### config.mk
export PLATFORM = sky130hd
export DESIGN_NAME = sfm_streamer_sched
export DESIGN_NICKNAME = d
export VERILOG_FILES = /design/src/rtl/sfm_pkg.sv /design/src/rtl/sfm_sched_ctrl_gen.sv /design/src/rtl/sfm_streamer_sched.sv
export SDC_FILE = /design/constraint.sdc
export NUM_CORES = 1
export LEC_CHECK = 0
export BUFFER_PORTS_ARGS = -buffer_cell sky130_fd_sc_hd__clkbuf_2
export CORE_AREA = 2 2 210 212
export DETAILED_ROUTE_END_ITERATION = 7
export DIE_AREA = 0 0 212 214
export HOLD_SLACK_MARGIN = 0.06
export SYNTH_ARGS = -nofsm -noshare
export SYNTH_HDL_FRONTEND = slang
export SYNTH_HIERARCHICAL = 1
export SYNTH_SLANG_ARGS = --single-unit
export TNS_END_PERCENT = 100
### constraint.sdc
create_clock -name clk_i -period 2.4 [get_ports clk_i]
set_clock_uncertainty 0.05 [all_clocks]
set_input_delay 0.48 -clock clk_i [delete_from_list [all_inputs] [get_ports clk_i]]
set_output_delay 0.48 -clock clk_i [all_outputs]
set_load 0.02 [all_outputs]
### src/rtl/sfm_pkg.sv
// Shared types for the softmax streamer sequencer: streamer control/flag
// payloads, the scheduler FSM states and the latched job configuration.
package sfm_pkg;

  localparam int unsigned SFM_DATA_W        = 288;
  localparam int unsigned SFM_PAYLOAD_BYTES = (SFM_DATA_W - 32) / 8;
  localparam int unsigned SFM_LEN_W         = 20;

  typedef struct packed {
    logic [31:0] base_addr;
    logic [31:0] tot_len;
    logic [31:0] d0_len;
    logic [31:0] d0_stride;
    logic [31:0] d1_len;
    logic [31:0] d1_stride;
    logic [31:0] d2_stride;
  } hci_streamer_addr_t;

  typedef struct packed {
    logic               req_start;
    hci_streamer_addr_t addressgen_ctrl;
  } hci_streamer_ctrl_t;

  typedef struct packed {
    logic ready_start;
    logic done;
  } hci_streamer_flags_t;

`ifdef SFM_SCHED_WATCHDOG_EN
  typedef enum logic [2:0] {
    SFM_IDLE, SFM_LOAD1, SFM_WAIT1, SFM_ACC, SFM_NORM, SFM_WAIT2, SFM_DONE, SFM_ERR
  } sfm_sched_state_e;
`else
  typedef enum logic [2:0] {
    SFM_IDLE, SFM_LOAD1, SFM_WAIT1, SFM_ACC, SFM_NORM, SFM_WAIT2, SFM_DONE
  } sfm_sched_state_e;
`endif

  typedef struct packed {
    logic [31:0]          in_addr;
    logic [31:0]          out_addr;
    logic [SFM_LEN_W-1:0] len;
  } sfm_sched_cfg_t;

endpackage

### src/rtl/sfm_sched_ctrl_gen.sv
// Builds a registered 1-D streamer control word from base address, beat count
// and a single-cycle request.
module sfm_sched_ctrl_gen
  import sfm_pkg::*;
#(
  parameter int unsigned LEN_W    = 20,
  parameter int unsigned STRIDE_B = 32
) (
  input  logic               clk_i,
  input  logic               rst_ni,
  input  logic [31:0]        i_base_addr,
  input  logic [LEN_W:0]     i_beats,
  input  logic               i_req,
  output hci_streamer_ctrl_t o_ctrl
);

  hci_streamer_ctrl_t w_ctrl;

  // Contiguous single-dimension walk; higher dimensions unused.
  always_comb begin
    w_ctrl                           = '0;
    w_ctrl.req_start                 = i_req;
    w_ctrl.addressgen_ctrl.base_addr = i_base_addr;
    w_ctrl.addressgen_ctrl.tot_len   = 32'(i_beats);
    w_ctrl.addressgen_ctrl.d0_len    = 32'(i_beats);
    w_ctrl.addressgen_ctrl.d0_stride = 32'(STRIDE_B);
  end

  always_ff @(posedge clk_i or negedge rst_ni) begin
    if (!rst_ni) begin
      o_ctrl <= '0;
    end else begin
      o_ctrl <= w_ctrl;
    end
  end

endmodule

### src/rtl/sfm_streamer_sched.sv
// Two-pass TCDM streamer sequencer for the softmax engine (load pass, then
// concurrent load/store pass). Optional watchdog: SFM_SCHED_WATCHDOG_EN.
module sfm_streamer_sched
  import sfm_pkg::*;
#(
  parameter int unsigned DATA_WIDTH = 288,
  parameter int unsigned ELEM_W     = 16,
  parameter int unsigned LEN_W      = 20,
  parameter int unsigned WDT_CYCLES = 65535
) (
  input  logic                clk_i,
  input  logic                rst_ni,
  input  logic                clear_i,
  input  logic                start_i,
  input  logic [31:0]         in_addr_i,
  input  logic [31:0]         out_addr_i,
  input  logic [LEN_W-1:0]    len_i,
  input  logic                acc_done_i,
  output hci_streamer_ctrl_t  in_stream_ctrl_o,
  output hci_streamer_ctrl_t  out_stream_ctrl_o,
  input  hci_streamer_flags_t in_stream_flags_i,
  input  hci_streamer_flags_t out_stream_flags_i,
  output logic                pass_o,
  output logic                busy_o,
  output logic                done_o,
  output logic                err_o
);

  localparam int unsigned PAY_W   = DATA_WIDTH - 32;
  localparam int unsigned PAY_B   = PAY_W / 8;
  localparam int unsigned PROD_W  = LEN_W + 32;

  sfm_sched_state_e r_state, w_state_nxt;
  sfm_sched_cfg_t   r_cfg;
  logic             r_in_seen, r_out_seen;
  logic             w_in_req_c, w_out_req_c;
  logic [PROD_W-1:0] w_bits;
  logic [LEN_W:0]    w_beats;

`ifdef SFM_SCHED_WATCHDOG_EN
  logic [31:0] r_wdt_cnt;
  logic        w_wdt_act, w_wdt_trip;

  assign w_wdt_act  = (r_state == SFM_WAIT1) || (r_state == SFM_ACC) || (r_state == SFM_WAIT2);
  assign w_wdt_trip = w_wdt_act && (r_wdt_cnt >= (32'(WDT_CYCLES) - 32'd1));

  // Cycles spent in the current waiting state.
  always_ff @(posedge clk_i or negedge rst_ni) begin
    if (!rst_ni) begin
      r_wdt_cnt <= '0;
    end else if (!w_wdt_act || (w_state_nxt != r_state)) begin
      r_wdt_cnt <= '0;
    end else begin
      r_wdt_cnt <= r_wdt_cnt + 32'd1;
    end
  end
`endif

  // Beats derive from the latched length, so they are frozen for the job.
  assign w_bits  = PROD_W'(r_cfg.len) * PROD_W'(ELEM_W);
  assign w_beats = (LEN_W+1)'((w_bits + PROD_W'(PAY_W - 1)) / PROD_W'(PAY_W));

  always_ff @(posedge clk_i or negedge rst_ni) begin
    if (!rst_ni) begin
      r_state <= SFM_IDLE;
    end else begin
      r_state <= w_state_nxt;
    end
  end

  always_comb begin
    w_state_nxt = r_state;
    w_in_req_c  = 1'b0;
    w_out_req_c = 1'b0;
    if (clear_i) begin
      w_state_nxt = SFM_IDLE;
    end else begin
      unique case (r_state)
        SFM_IDLE: begin
          if (start_i) begin
            w_state_nxt = (len_i != '0) ? SFM_LOAD1 : SFM_DONE;
          end
        end
        SFM_LOAD1: begin
          if (in_stream_flags_i.ready_start) begin
            w_in_req_c  = 1'b1;
            w_state_nxt = SFM_WAIT1;
          end
        end
        SFM_WAIT1: begin
          if (in_stream_flags_i.done) w_state_nxt = SFM_ACC;
        end
        SFM_ACC: begin
          if (acc_done_i) w_state_nxt = SFM_NORM;
        end
        SFM_NORM: begin
          // Both streamers must launch together so load and store stay aligned.
          if (in_stream_flags_i.ready_start && out_stream_flags_i.ready_start) begin
            w_in_req_c  = 1'b1;
            w_out_req_c = 1'b1;
            w_state_nxt = SFM_WAIT2;
          end
        end
        SFM_WAIT2: begin
          if ((r_in_seen || in_stream_flags_i.done) && (r_out_seen || out_stream_flags_i.done)) begin
            w_state_nxt = SFM_DONE;
          end
        end
        SFM_DONE: w_state_nxt = SFM_IDLE;
`ifdef SFM_SCHED_WATCHDOG_EN
        SFM_ERR:  w_state_nxt = SFM_ERR;
`endif
        default:  w_state_nxt = SFM_IDLE;
      endcase
`ifdef SFM_SCHED_WATCHDOG_EN
      if (w_wdt_trip && (w_state_nxt == r_state)) begin
        w_state_nxt = SFM_ERR;
      end
`endif
    end
  end

  always_ff @(posedge clk_i or negedge rst_ni) begin
    if (!rst_ni) begin
      r_cfg <= '0;
    end else if ((r_state == SFM_IDLE) && start_i && !clear_i) begin
      r_cfg.in_addr  <= in_addr_i;
      r_cfg.out_addr <= out_addr_i;
      r_cfg.len      <= SFM_LEN_W'(len_i);
    end
  end

  // Streamer completions may arrive in either order during pass 2.
  always_ff @(posedge clk_i or negedge rst_ni) begin
    if (!rst_ni) begin
      r_in_seen  <= 1'b0;
      r_out_seen <= 1'b0;
    end else if (clear_i || (r_state != SFM_WAIT2)) begin
      r_in_seen  <= 1'b0;
      r_out_seen <= 1'b0;
    end else begin
      r_in_seen  <= r_in_seen  | in_stream_flags_i.done;
      r_out_seen <= r_out_seen | out_stream_flags_i.done;
    end
  end

  sfm_sched_ctrl_gen #(
    .LEN_W    (LEN_W),
    .STRIDE_B (PAY_B)
  ) u_in_ctrl (
    .clk_i       (clk_i),
    .rst_ni      (rst_ni),
    .i_base_addr (r_cfg.in_addr),
    .i_beats     (w_beats),
    .i_req       (w_in_req_c),
    .o_ctrl      (in_stream_ctrl_o)
  );

  sfm_sched_ctrl_gen #(
    .LEN_W    (LEN_W),
    .STRIDE_B (PAY_B)
  ) u_out_ctrl (
    .clk_i       (clk_i),
    .rst_ni      (rst_ni),
    .i_base_addr (r_cfg.out_addr),
    .i_beats     (w_beats),
    .i_req       (w_out_req_c),
    .o_ctrl      (out_stream_ctrl_o)
  );

  assign pass_o = (r_state == SFM_NORM) || (r_state == SFM_WAIT2);
  assign done_o = (r_state == SFM_DONE);

`ifdef SFM_SCHED_WATCHDOG_EN
  assign busy_o = !((r_state == SFM_IDLE) || (r_state == SFM_ERR));
  assign err_o  = (r_state == SFM_ERR);
`else
  assign busy_o = (r_state != SFM_IDLE);
  assign err_o  = 1'b0;
`endif

endmodule

==> flow_summary_export.csv <==
group,metric,value,unit
outcome,status,"finished clean",
worst_setup_path,worstPathMaxFanout,84,
clock_network,post_cts_resized,0,
timing,slew_headroom,52.95,%
power,vdd.ir_drop.worst,0.4752,mV
global_route,grt_max_degree,85,
timing,fin_crit_sh,90.27,%
route,vias,4910,
clock_network,cts_max_level,4,
job,cap_violations,0,
cells_and_area,fin_util,24.80,%
min_path,min_path_type,"in -> reg",
route,viasPerCell,3.135,
placement,dp_cells,1531,
logic_synthesis,synth_cell_type_count,36,
floorplanning,start_util,22.00,%
route,routedWlPerCell,12.37,um
worst_setup_path,crit_slowest_cell,"mux2_4",
timing,fmax,0.4616,GHz
power,p_leak,0.005592,uW
clock_network,cts_root_buf,"clkbuf_16",
logic_synthesis,avgSynthCellArea,12.86,um^2
timing,hold_viol,0,
worst_setup_path,cpPeakStageDelay,0.42,ns
cells_and_area,fin_nets,1059,
floorplanning,design.die.area,45370,um^2
timing,finalMaxSlewViolations,0,
route,firstDrtPassIters,4,
floorplanning,die_y,214,um
route,drcViolationCount,0,
route,drt_iter0_drc,293,
worst_setup_path,cp.required,2.67,ns
logic_synthesis,synth-edff-count,0,
clock_network,clockBufferDepth,2,
power,power_density,1277,nW/um^2
clock_network,holdBufCountCts,1,
global_route,grt_use_total,8.078,%
logic_synthesis,ys_ff_latch,199,
placement,gp_congestion,0.7035,
clock_network,cts.sinks,199,
global_route,overflow,0,
cells_and_area,layout-drive-gt1-share,38.82,%
clock_network,cts_made_buffers,17,
global_route,grt_pass1_wl,27550,um
timing,tns,0,ns
route,detail-route-antenna-nets,0,
cells_and_area,fin_cells,1566,
clock_network,cts_tree,"done",
worst_setup_path,crit_arrival,2.44,ns
worst_setup_path,startpoint_type,"flip-flop",
timing,setup_violations,0,
placement,dp_hpwl,15060,um
cells_and_area,area_delta_synth_final,12.69,%
timing,tightest_slew,0.7058,ns
clock_network,clk_latency,0.44,ns
placement,placed_cell_area,10040,um^2
placement,port_buffers,247,
floorplanning,row_count,76,
global_route,antenna_found_initial,5,
timing,holdWs,0.2147,ns
worst_setup_path,critPathBufInv,1,
floorplanning,die_x,212,um
logic_synthesis,seq_area_frac_synth,52.77,%
floorplanning,coreArea,42890,um^2
clock_network,path_clk_slew,0.08,ns
logic_synthesis,ys_warn_count,6,
cells_and_area,nFillCells,4512,
route,drt-total-wl,19380,um
worst_setup_path,path_cells,"or3_4, or3b_4, buf_12, mux2_4",
worst_setup_path,end_kind,"flip-flop",
logic_synthesis,synth_ff_type,"dfrtp_1",
logic_synthesis,async_flop_share,100.0,%
clock_network,cts_setup_buffers,0,
logic_synthesis,synthCells,734,
worst_setup_path,crit_family,"simple AND/OR/NAND/NOR gates",
timing,grt_setup_unrepaired,"no",
floorplanning,boundaryPins,547,
timing,fin_crit,2.167,ns
logic_synthesis,syn_area,9437,um^2
global_route,grt_pass1_vias,4538,
worst_setup_path,crit_type,"reg -> reg",
cells_and_area,fin_area,10630,um^2
==> area by class of cell <==
| type | count | area, um^2 | share of cell area [%] |
|---|---|---|---|
| Clock inverter | 13 | 146.4 | 1.377 |
| Inverter | 1 | 3.754 | 0.03530 |
| Timing Repair Buffer | 263 | 1405 | 13.21 |
| Multi-Input combinational cell | 484 | 2929 | 27.54 |
| Sequential cell | 199 | 4980 | 46.83 |
| Clock buffer | 19 | 432.9 | 4.071 |
| Tap cell | 585 | 732.0 | 6.883 |
| Antenna cell | 2 | 5.005 | 0.04706 |
==> through the flow <==
step                      worst slack (ns)  total power (uW)
after CTS                           0.2531             13770
after global placement              0.3517             10810
after floorplan                     0.3173              9811
after global routing                0.1767             14370
final                               0.2334             13580
after detailed placement            0.3382             10910
==> worst paths after layout <==
| path | end | slack (ns) | cells past startpoint | from |
|---|---|---|---|---|
| min | r_cfg[52] | 0.21 | 2 | in_addr_i[0] |
| min in group asynchronous | u_out_ctrl/o_ctrl[205] | 0.54 | 2 | rst_ni |
| min reg2reg | u_out_ctrl/o_ctrl[219] | 0.32 | 0 | r_cfg[47] |
| max | r_cfg[5] | 0.23 | 4 | r_state[2] |
| max in group asynchronous | r_cfg[37] | 1.07 | 3 | rst_ni |
| max reg2reg | r_cfg[5] | 0.23 | 4 | r_state[2] |
==> layer usage <==
layer | vias up | track usage, % | wire, um
li1 | 2193 | - | -
met1 | 2388 | 8.431 | 6928
met2 | 306 | 14.22 | 9903
met3 | 17 | 3.724 | 2244
met4 | 6 | 2.723 | 257
met5 | - | 0 | 41
==> cells in the final DEF, fill, tap and decap left out, types with 4 or more instances in the layout <==
master	n
and3_1	4
buf_4	12
nand3_1	11
nor4_1	6
conb_1	309
nor2_1	6
xnor2_1	12
clkbuf_2	246
mux2_4	60
nand2_1	10
clkbuf_16	17
xor2_1	4
inv_6	7
nor3_1	5
dfrtp_1	199
mux2_2	25
==> state kept, by name, indices dropped and copies added (netlist names) <==
signal	cells
r_cfg	84
u_out_ctrl/o_ctrl	55
r_in_seen	1
r_out_seen	1
r_state	3
u_in_ctrl/o_ctrl	55
==> cell families (layout without fill, tap and decap cells) <==
logic type,Yosys count,count (layout),synth area share (%)
xor+xnor,16,16,1.485
other cells,5,311,0.1989
flops,199,199,52.77
simple gates,60,60,3.580
buf+inv,355,296,28.35
mux,87,87,12.74
compound gates,12,12,0.8752
==> Yosys cell counts (3+ instances only) <==
library cell    n  share of area [%]
a21oi_1         3               0.16
and3_1          4               0.27
buf_4         341                 27
buf_6           8               0.95
clkbuf_1        3               0.12
conb_1          5               0.20
dfrtp_1       199                 53
mux2_2         25                3.0
mux2_4         60                9.5
nand2_1        10               0.40
nand2b_1        3               0.20
nand3_1        11               0.58
nand3b_1        3               0.24
nand4_1         3               0.20
nor2_1          6               0.24
nor3_1          5               0.27
nor4_1          7               0.46
xnor2_1        12                1.1
xor2_1          4               0.37
==> power by group <==
group	total (uW)	switching [uW]	leakage [uW]	internal [uW]
logic	4970	3030	0.00296	1950
clock network	2790	1390	0.000282	1400
registers	5820	895	0.00235	4920
Note: power is estimated with default switching activity, not from simulation.
